--- src/rtl/inst_encoder.sv ---
// RV32I instruction assembler: range-checks the immediate, scatters it into
// the format-specific bit positions and queues encoded words with a
// contiguous instruction-memory word address for an imem loader.
module inst_encoder #(
  parameter int DEPTH     = 4,
  parameter int ADDR_W    = 9,
  parameter int BASE_ADDR = 0
) (
  input  logic              clk,
  input  logic              reset_n,
  input  logic              clear,
  input  logic              in_valid,
  output logic              in_ready,
  input  logic [2:0]        in_fmt,
  input  logic [4:0]        in_rd,
  input  logic [4:0]        in_rs1,
  input  logic [4:0]        in_rs2,
  input  logic [2:0]        in_funct3,
  input  logic [6:0]        in_funct7,
  input  logic [31:0]       in_imm,
  output logic              out_valid,
  input  logic              out_ready,
  output logic [31:0]       out_inst,
  output logic [ADDR_W-1:0] out_addr,
  output logic              err,
  output logic [7:0]        err_count
);

  localparam int PW = (DEPTH > 1) ? $clog2(DEPTH) : 1;
  localparam logic [PW:0]       FULL = (PW+1)'(DEPTH);
  localparam logic [ADDR_W-1:0] BASE = ADDR_W'(BASE_ADDR);

  typedef enum logic [2:0] {
    F_LOAD, F_OPIMM, F_STORE, F_LUI, F_JAL, F_JALR, F_BRANCH, F_RTYPE
  } fmt_e;

  logic [31:0]       r_mem [DEPTH];
  logic [PW-1:0]     r_wr_ptr, r_rd_ptr;
  logic [PW:0]       r_count;
  logic [ADDR_W-1:0] r_addr;
  logic              r_err;
  logic [7:0]        r_err_cnt;

  logic [31:0] w_inst;
  logic        w_ok, w_shift, w_sx11, w_sx12, w_sx20;
  logic        w_acc, w_push, w_pop;

  // Sign-extension tests: upper immediate bits must all match the sign bit.
  assign w_sx11  = (&in_imm[31:11]) | ~(|in_imm[31:11]);
  assign w_sx12  = (&in_imm[31:12]) | ~(|in_imm[31:12]);
  assign w_sx20  = (&in_imm[31:20]) | ~(|in_imm[31:20]);
  assign w_shift = (in_funct3 == 3'b001) || (in_funct3 == 3'b101);

  // Format-specific field placement and immediate range check.
  always_comb begin
    w_inst = '0;
    w_ok   = 1'b1;
    case (fmt_e'(in_fmt))
      F_LOAD: begin
        w_inst = {in_imm[11:0], in_rs1, in_funct3, in_rd, 7'b0000011};
        w_ok   = w_sx11;
      end
      F_JALR: begin
        w_inst = {in_imm[11:0], in_rs1, in_funct3, in_rd, 7'b1100111};
        w_ok   = w_sx11;
      end
      F_OPIMM: begin
        if (w_shift) begin
          w_inst = {in_funct7, in_imm[4:0], in_rs1, in_funct3, in_rd, 7'b0010011};
          w_ok   = ~(|in_imm[31:5]);
        end else begin
          w_inst = {in_imm[11:0], in_rs1, in_funct3, in_rd, 7'b0010011};
          w_ok   = w_sx11;
        end
      end
      F_STORE: begin
        w_inst = {in_imm[11:5], in_rs2, in_rs1, in_funct3, in_imm[4:0], 7'b0100011};
        w_ok   = w_sx11;
      end
      F_LUI: begin
        w_inst = {in_imm[31:12], in_rd, 7'b0110111};
        w_ok   = ~(|in_imm[11:0]);
      end
      F_JAL: begin
        w_inst = {in_imm[20], in_imm[10:1], in_imm[11], in_imm[19:12], in_rd, 7'b1101111};
        w_ok   = w_sx20 & ~in_imm[0];
      end
      F_BRANCH: begin
        w_inst = {in_imm[12], in_imm[10:5], in_rs2, in_rs1, in_funct3,
                  in_imm[4:1], in_imm[11], 7'b1100011};
        w_ok   = w_sx12 & ~in_imm[0];
      end
      default: begin
        w_inst = {in_funct7, in_rs2, in_rs1, in_funct3, in_rd, 7'b0110011};
        w_ok   = 1'b1;
      end
    endcase
  end

  // Handshakes: clear blocks both sides; out_ready never reaches in_ready.
  assign in_ready  = reset_n && !clear && (r_count != FULL);
  assign out_valid = (r_count != '0);
  assign w_acc     = in_valid && in_ready;
  assign w_push    = w_acc && w_ok;
  assign w_pop     = out_valid && out_ready && !clear;

  assign out_inst  = r_mem[r_rd_ptr];
  assign out_addr  = r_addr;
  assign err       = r_err;
  assign err_count = r_err_cnt;

  // FIFO storage; zeroed on reset so the idle head reads as 0.
  always_ff @(posedge clk or negedge reset_n) begin
    if (!reset_n) begin
      for (int i = 0; i < DEPTH; i++) r_mem[i] <= '0;
    end else if (w_push) begin
      r_mem[r_wr_ptr] <= w_inst;
    end
  end

  // Pointers and occupancy; clear flushes everything queued.
  always_ff @(posedge clk or negedge reset_n) begin
    if (!reset_n) begin
      r_wr_ptr <= '0;
      r_rd_ptr <= '0;
      r_count  <= '0;
    end else if (clear) begin
      r_wr_ptr <= '0;
      r_rd_ptr <= '0;
      r_count  <= '0;
    end else begin
      if (w_push) r_wr_ptr <= r_wr_ptr + PW'(1);
      if (w_pop)  r_rd_ptr <= r_rd_ptr + PW'(1);
      case ({w_push, w_pop})
        2'b10:   r_count <= r_count + (PW+1)'(1);
        2'b01:   r_count <= r_count - (PW+1)'(1);
        default: r_count <= r_count;
      endcase
    end
  end

  // Head address advances only on pops, so rejected requests use no address.
  always_ff @(posedge clk or negedge reset_n) begin
    if (!reset_n)   r_addr <= BASE;
    else if (clear) r_addr <= BASE;
    else if (w_pop) r_addr <= r_addr + ADDR_W'(1);
  end

  // Sticky error flag and saturating reject counter.
  always_ff @(posedge clk or negedge reset_n) begin
    if (!reset_n) begin
      r_err     <= 1'b0;
      r_err_cnt <= '0;
    end else if (clear) begin
      r_err     <= 1'b0;
      r_err_cnt <= '0;
    end else if (w_acc && !w_ok) begin
      r_err <= 1'b1;
      if (r_err_cnt != 8'hFF) r_err_cnt <= r_err_cnt + 8'd1;
    end
  end

endmodule

--- config.mk ---
export PLATFORM = sky130hd
export DESIGN_NAME = inst_encoder
export DESIGN_NICKNAME = d
export VERILOG_FILES = /design/src/rtl/inst_encoder.sv
export SDC_FILE = /design/constraint.sdc
export NUM_CORES = 1
export LEC_CHECK = 0
export ABC_AREA = 1
export BUFFER_PORTS_ARGS = -buffer_cell sky130_fd_sc_hd__buf_2
export CORE_UTILIZATION = 39
export CTS_BUF_LIST = sky130_fd_sc_hd__clkbuf_8 sky130_fd_sc_hd__clkbuf_16
export DETAILED_ROUTE_END_ITERATION = 7
export PLACE_DENSITY_LB_ADDON = 0.05
export SKIP_CTS_REPAIR_TIMING = 1
export SYNTH_ARGS = -nofsm -noshare
export SYNTH_HDL_FRONTEND = slang
export SYNTH_SLANG_ARGS = --single-unit
--- constraint.sdc ---
create_clock -name clk -period 3.6 [get_ports clk]
set_clock_uncertainty 0.15 [all_clocks]
set_input_delay 0.9 -clock clk [delete_from_list [all_inputs] [get_ports clk]]
set_output_delay 0.9 -clock clk [all_outputs]
set_load 0.005 [all_outputs]
==> out/results.tsv <==
stage	metric	value	unit
global_routing	initial antenna violation count	1	
worst_setup_path	CP Max Fanout	32	
run_status	status	completed	
placement	GPL Wtd Cong	0.8411	
global_routing	number of global-route vias before repair	6843	
die	die height	143.0	um
synthesis	post-synthesis cell area	0.007750	mm2
route	Detail Route Antenna Nets	0	
global_routing	pin count of the biggest net entering global routing	64	
finish	share of layout cells above drive strength 1	16.39	%
synthesis	sequential share of the synthesized area	48.11	%
synthesis	async set-reset flop share out of synthesis	100.0	%
sta	Total Neg Setup Slack	0	ns
worst_setup_path	CP Class	flop to output port	
worst_setup_path	CP max stage delay	0.45	ns
finish	nets@finish	1225	
synthesis	ranking of synthesized cells by area	dfrtp_1 48%, nand2_1 20%, nor2_1 6.7%, o21ai_0 4.6%, o22ai_1 2.6%	
worst_setup_path	Worst Path Arrival	2.08	ns
sta	Final period util	86.97	%
run	maxcap violations	0	
die	initial core utilization	39.82	%
route	Initial DRT Pass Iterations	4	
finish	Multi-input gate area	0.003577	mm2
sta	Peak Freq	319.4	MHz
sta	final setup fails	0	
finish	P&R area growth vs syn	18.71	%
worst_setup_path	critical path endpoint category	output port	
cts	Clock Tree Buf Depth	2	
die	Std-Cell Core Area	0.01946	mm2
synthesis	top cell type's share of synthesized area	48.11	%
sta	Slew Limit Headroom	49.48	%
global_routing	total grt overflow	0	
cts	Num CTS Buffers	17	
sta	worst slew pin tran	0.7578	ns
route	via count	7113	
die	# IOs	117	
sta	RSZ-0062 raised after global routing	false	
synthesis	area leader, netlist	dfrtp_1	
cts	worst skew pair latency	0.42	ns
synthesis	count of different cell masters after synthesis	41	
synthesis	synthesized netlist cell count	1042	
worst_setup_path	critical path launch point type	flop	
placement	placed cell areas	0.008611	mm2
die	row count	51	
worst_setup_path	Worst Path Required	2.55	ns
power_and_ir_drop	PD cells	448.4	mW/mm2
cts	Root Buffer	clkbuf_16	
worst_setup_path	Reg-to-Reg Start	r_count[0]	
finish	cell area after layout	0.009200	mm2
cts	H-tree depth	4	
route	vias per inst	4.971	
route	Post-route DRC	0	
sta	Pins Over Slew Limit	0	
worst_hold_path	worst hold path startpoint	r_mem[79]	
placement	hpwl dp	16.04	mm
finish	fillcell total	2018	
synthesis	register bit count reported by yosys	149	
synthesis	ys flop type	dfrtp_1	
power_and_ir_drop	Worst IR Drop VDD	0.2935	mV
global_routing	GRT Total Usage	25.22	%
route	routed len/inst	16.97	um
placement	I/O Buffers	116	
worst_setup_path	Slowest cell on crit path	inv_2	
die	Die Area	0.02044	mm2
sta	Min Clock Period, post-route	3.131	ns
synthesis	net count after synthesis	1114	
power_and_ir_drop	Leak	5.117	nW
finish	final design utilization	47.27	%
worst_setup_path	CP startpoint	r_rd_ptr[0]	
synthesis	number of flops mapped to enable cells by yosys	0	
worst_setup_path	worst path cell trace	inv_2, buf_4, nor2_1, o22ai_1, buf_2	
cts	clk sink count	149	
cts	CTS tree	yes	
synthesis	Syn Area/Cell	7.438	um2
route	initial drt markers	502	
sta	final count of hold timing violations	0	
cts	CTS clk-pin slew, worst paths	0.07	ns
die	Die X	143.0	um
global_routing	global-route wire length before repair	38.56	mm
route	Routed WL	24.29	mm
synthesis	synth warn	0	
finish	Register Area	0.003730	mm2
worst_hold_path	worst min path class	flop to flop	
## registers in the layout, indices dropped and copies added, names as in the netlist
name,flops
err,1
err_count,8
out_addr,9
r_count,3
r_mem,124
r_rd_ptr,2
r_wr_ptr,2
## worst paths after layout
check | cells past startpoint | endpoint | slack [ns]
hold / removal | 2 | r_mem[79] | 0.32
setup reg to reg | 14 | r_count[2] | 1.33
hold reg to reg | 2 | r_mem[79] | 0.32
min in group asynchronous | 2 | r_mem[113] | 0.51
max in group asynchronous | 3 | r_rd_ptr[0] | 1.55
setup / recovery | 5 | out_inst[23] | 0.47
## cell type report
class	count	area share [%]
clock inverters	10	1.156
multi-input cells	798	38.88
inverters	52	2.230
clock buffers	21	5.222
well taps	265	3.604
diodes	1	0.02720
repair buffers	135	8.337
flip-flops and latches	149	40.54
## metrics by stage
stage	hold slack (ns)	instances	setup WS, ns	total power [mW]
floorplan	0.2837	1042	0.5773	2.118
detailed placement	0.3030	1399	0.3413	2.377
finish	0.3155	1431	0.4692	4.125
global route	0.3200	1430	0.3367	4.336
CTS	0.3175	1430	0.4411	4.158
global placement	0.2992	1399	0.3701	2.375
## logic make-up after synthesis
family	share of synthesized area (%)
buffers and inverters	5.731
flip-flops	48.11
XOR/XNOR	0.7911
AND/OR/NAND/NOR	33.10
AO/OA/AOI/OAI	11.04
adder cells (fa/ha/maj)	1.227
## critical path: cells and delay by family, from the launching register on
family / cells / cell delay (ns)
AO/OA/AOI/OAI: 1 / 0.21
flip-flops: 1 / 0.41
AND/OR/NAND/NOR: 1 / 0.06
buffers and inverters: 3 / 0.95
## cell usage in the layout (no fill, tap or decap), types with 2 or more instances in the layout
master	Yosys	routed
nand2_2	3	3
nor2_8	4	4
nand4_1	4	4
inv_2	4	5
inv_4	4	4
a21oi_1	12	12
o21ai_0	72	72
dfrtp_1	149	148
a31oi_1	3	3
inv_1	43	45
nor3_1	4	4
clkinv_2	0	3
clkbuf_8	0	4
buf_2	8	115
nand3_1	38	38
clkinvlp_4	0	2
clkbuf_16	0	17
nand3b_1	5	5
o21ai_1	24	24
nand2_1	422	422
buf_4	10	16
or2_2	5	5
buf_12	0	3
xor2_1	4	4
xnor2_1	3	3
bufinv_16	0	2
o22ai_1	32	32
a22oi_1	6	6
nor2_1	138	138
ha_1	6	6
## cell usage after synthesis, drive strengths merged (3+ instances only)
cell    count
xnor2       3
o21ai      96
buf        25
dfrtp     149
nand3b      5
inv        51
a31oi       3
or2         5
ha          6
nor2      143
a21oi      13
a22oi       6
o22ai      32
clkbuf     18
nand2     427
nand3      39
xor2        4
nor3        4
nand4       4
## layer usage
layer | track usage [%] | up-vias | wire length [um]
li1 | - | 3557 | -
met1 | 36.87 | 3360 | 11990
met2 | 38.79 | 181 | 10870
met3 | 4.125 | 15 | 1192
met4 | 5.942 | 0 | 237
met5 | 0 | - | 0
## power breakdown
part	switching (mW)	internal (mW)
clock network	0.700	1.08
logic	0.320	0.203
registers	0.0479	1.77
total	1.07	3.06
Power figures use the tool's default switching activity.
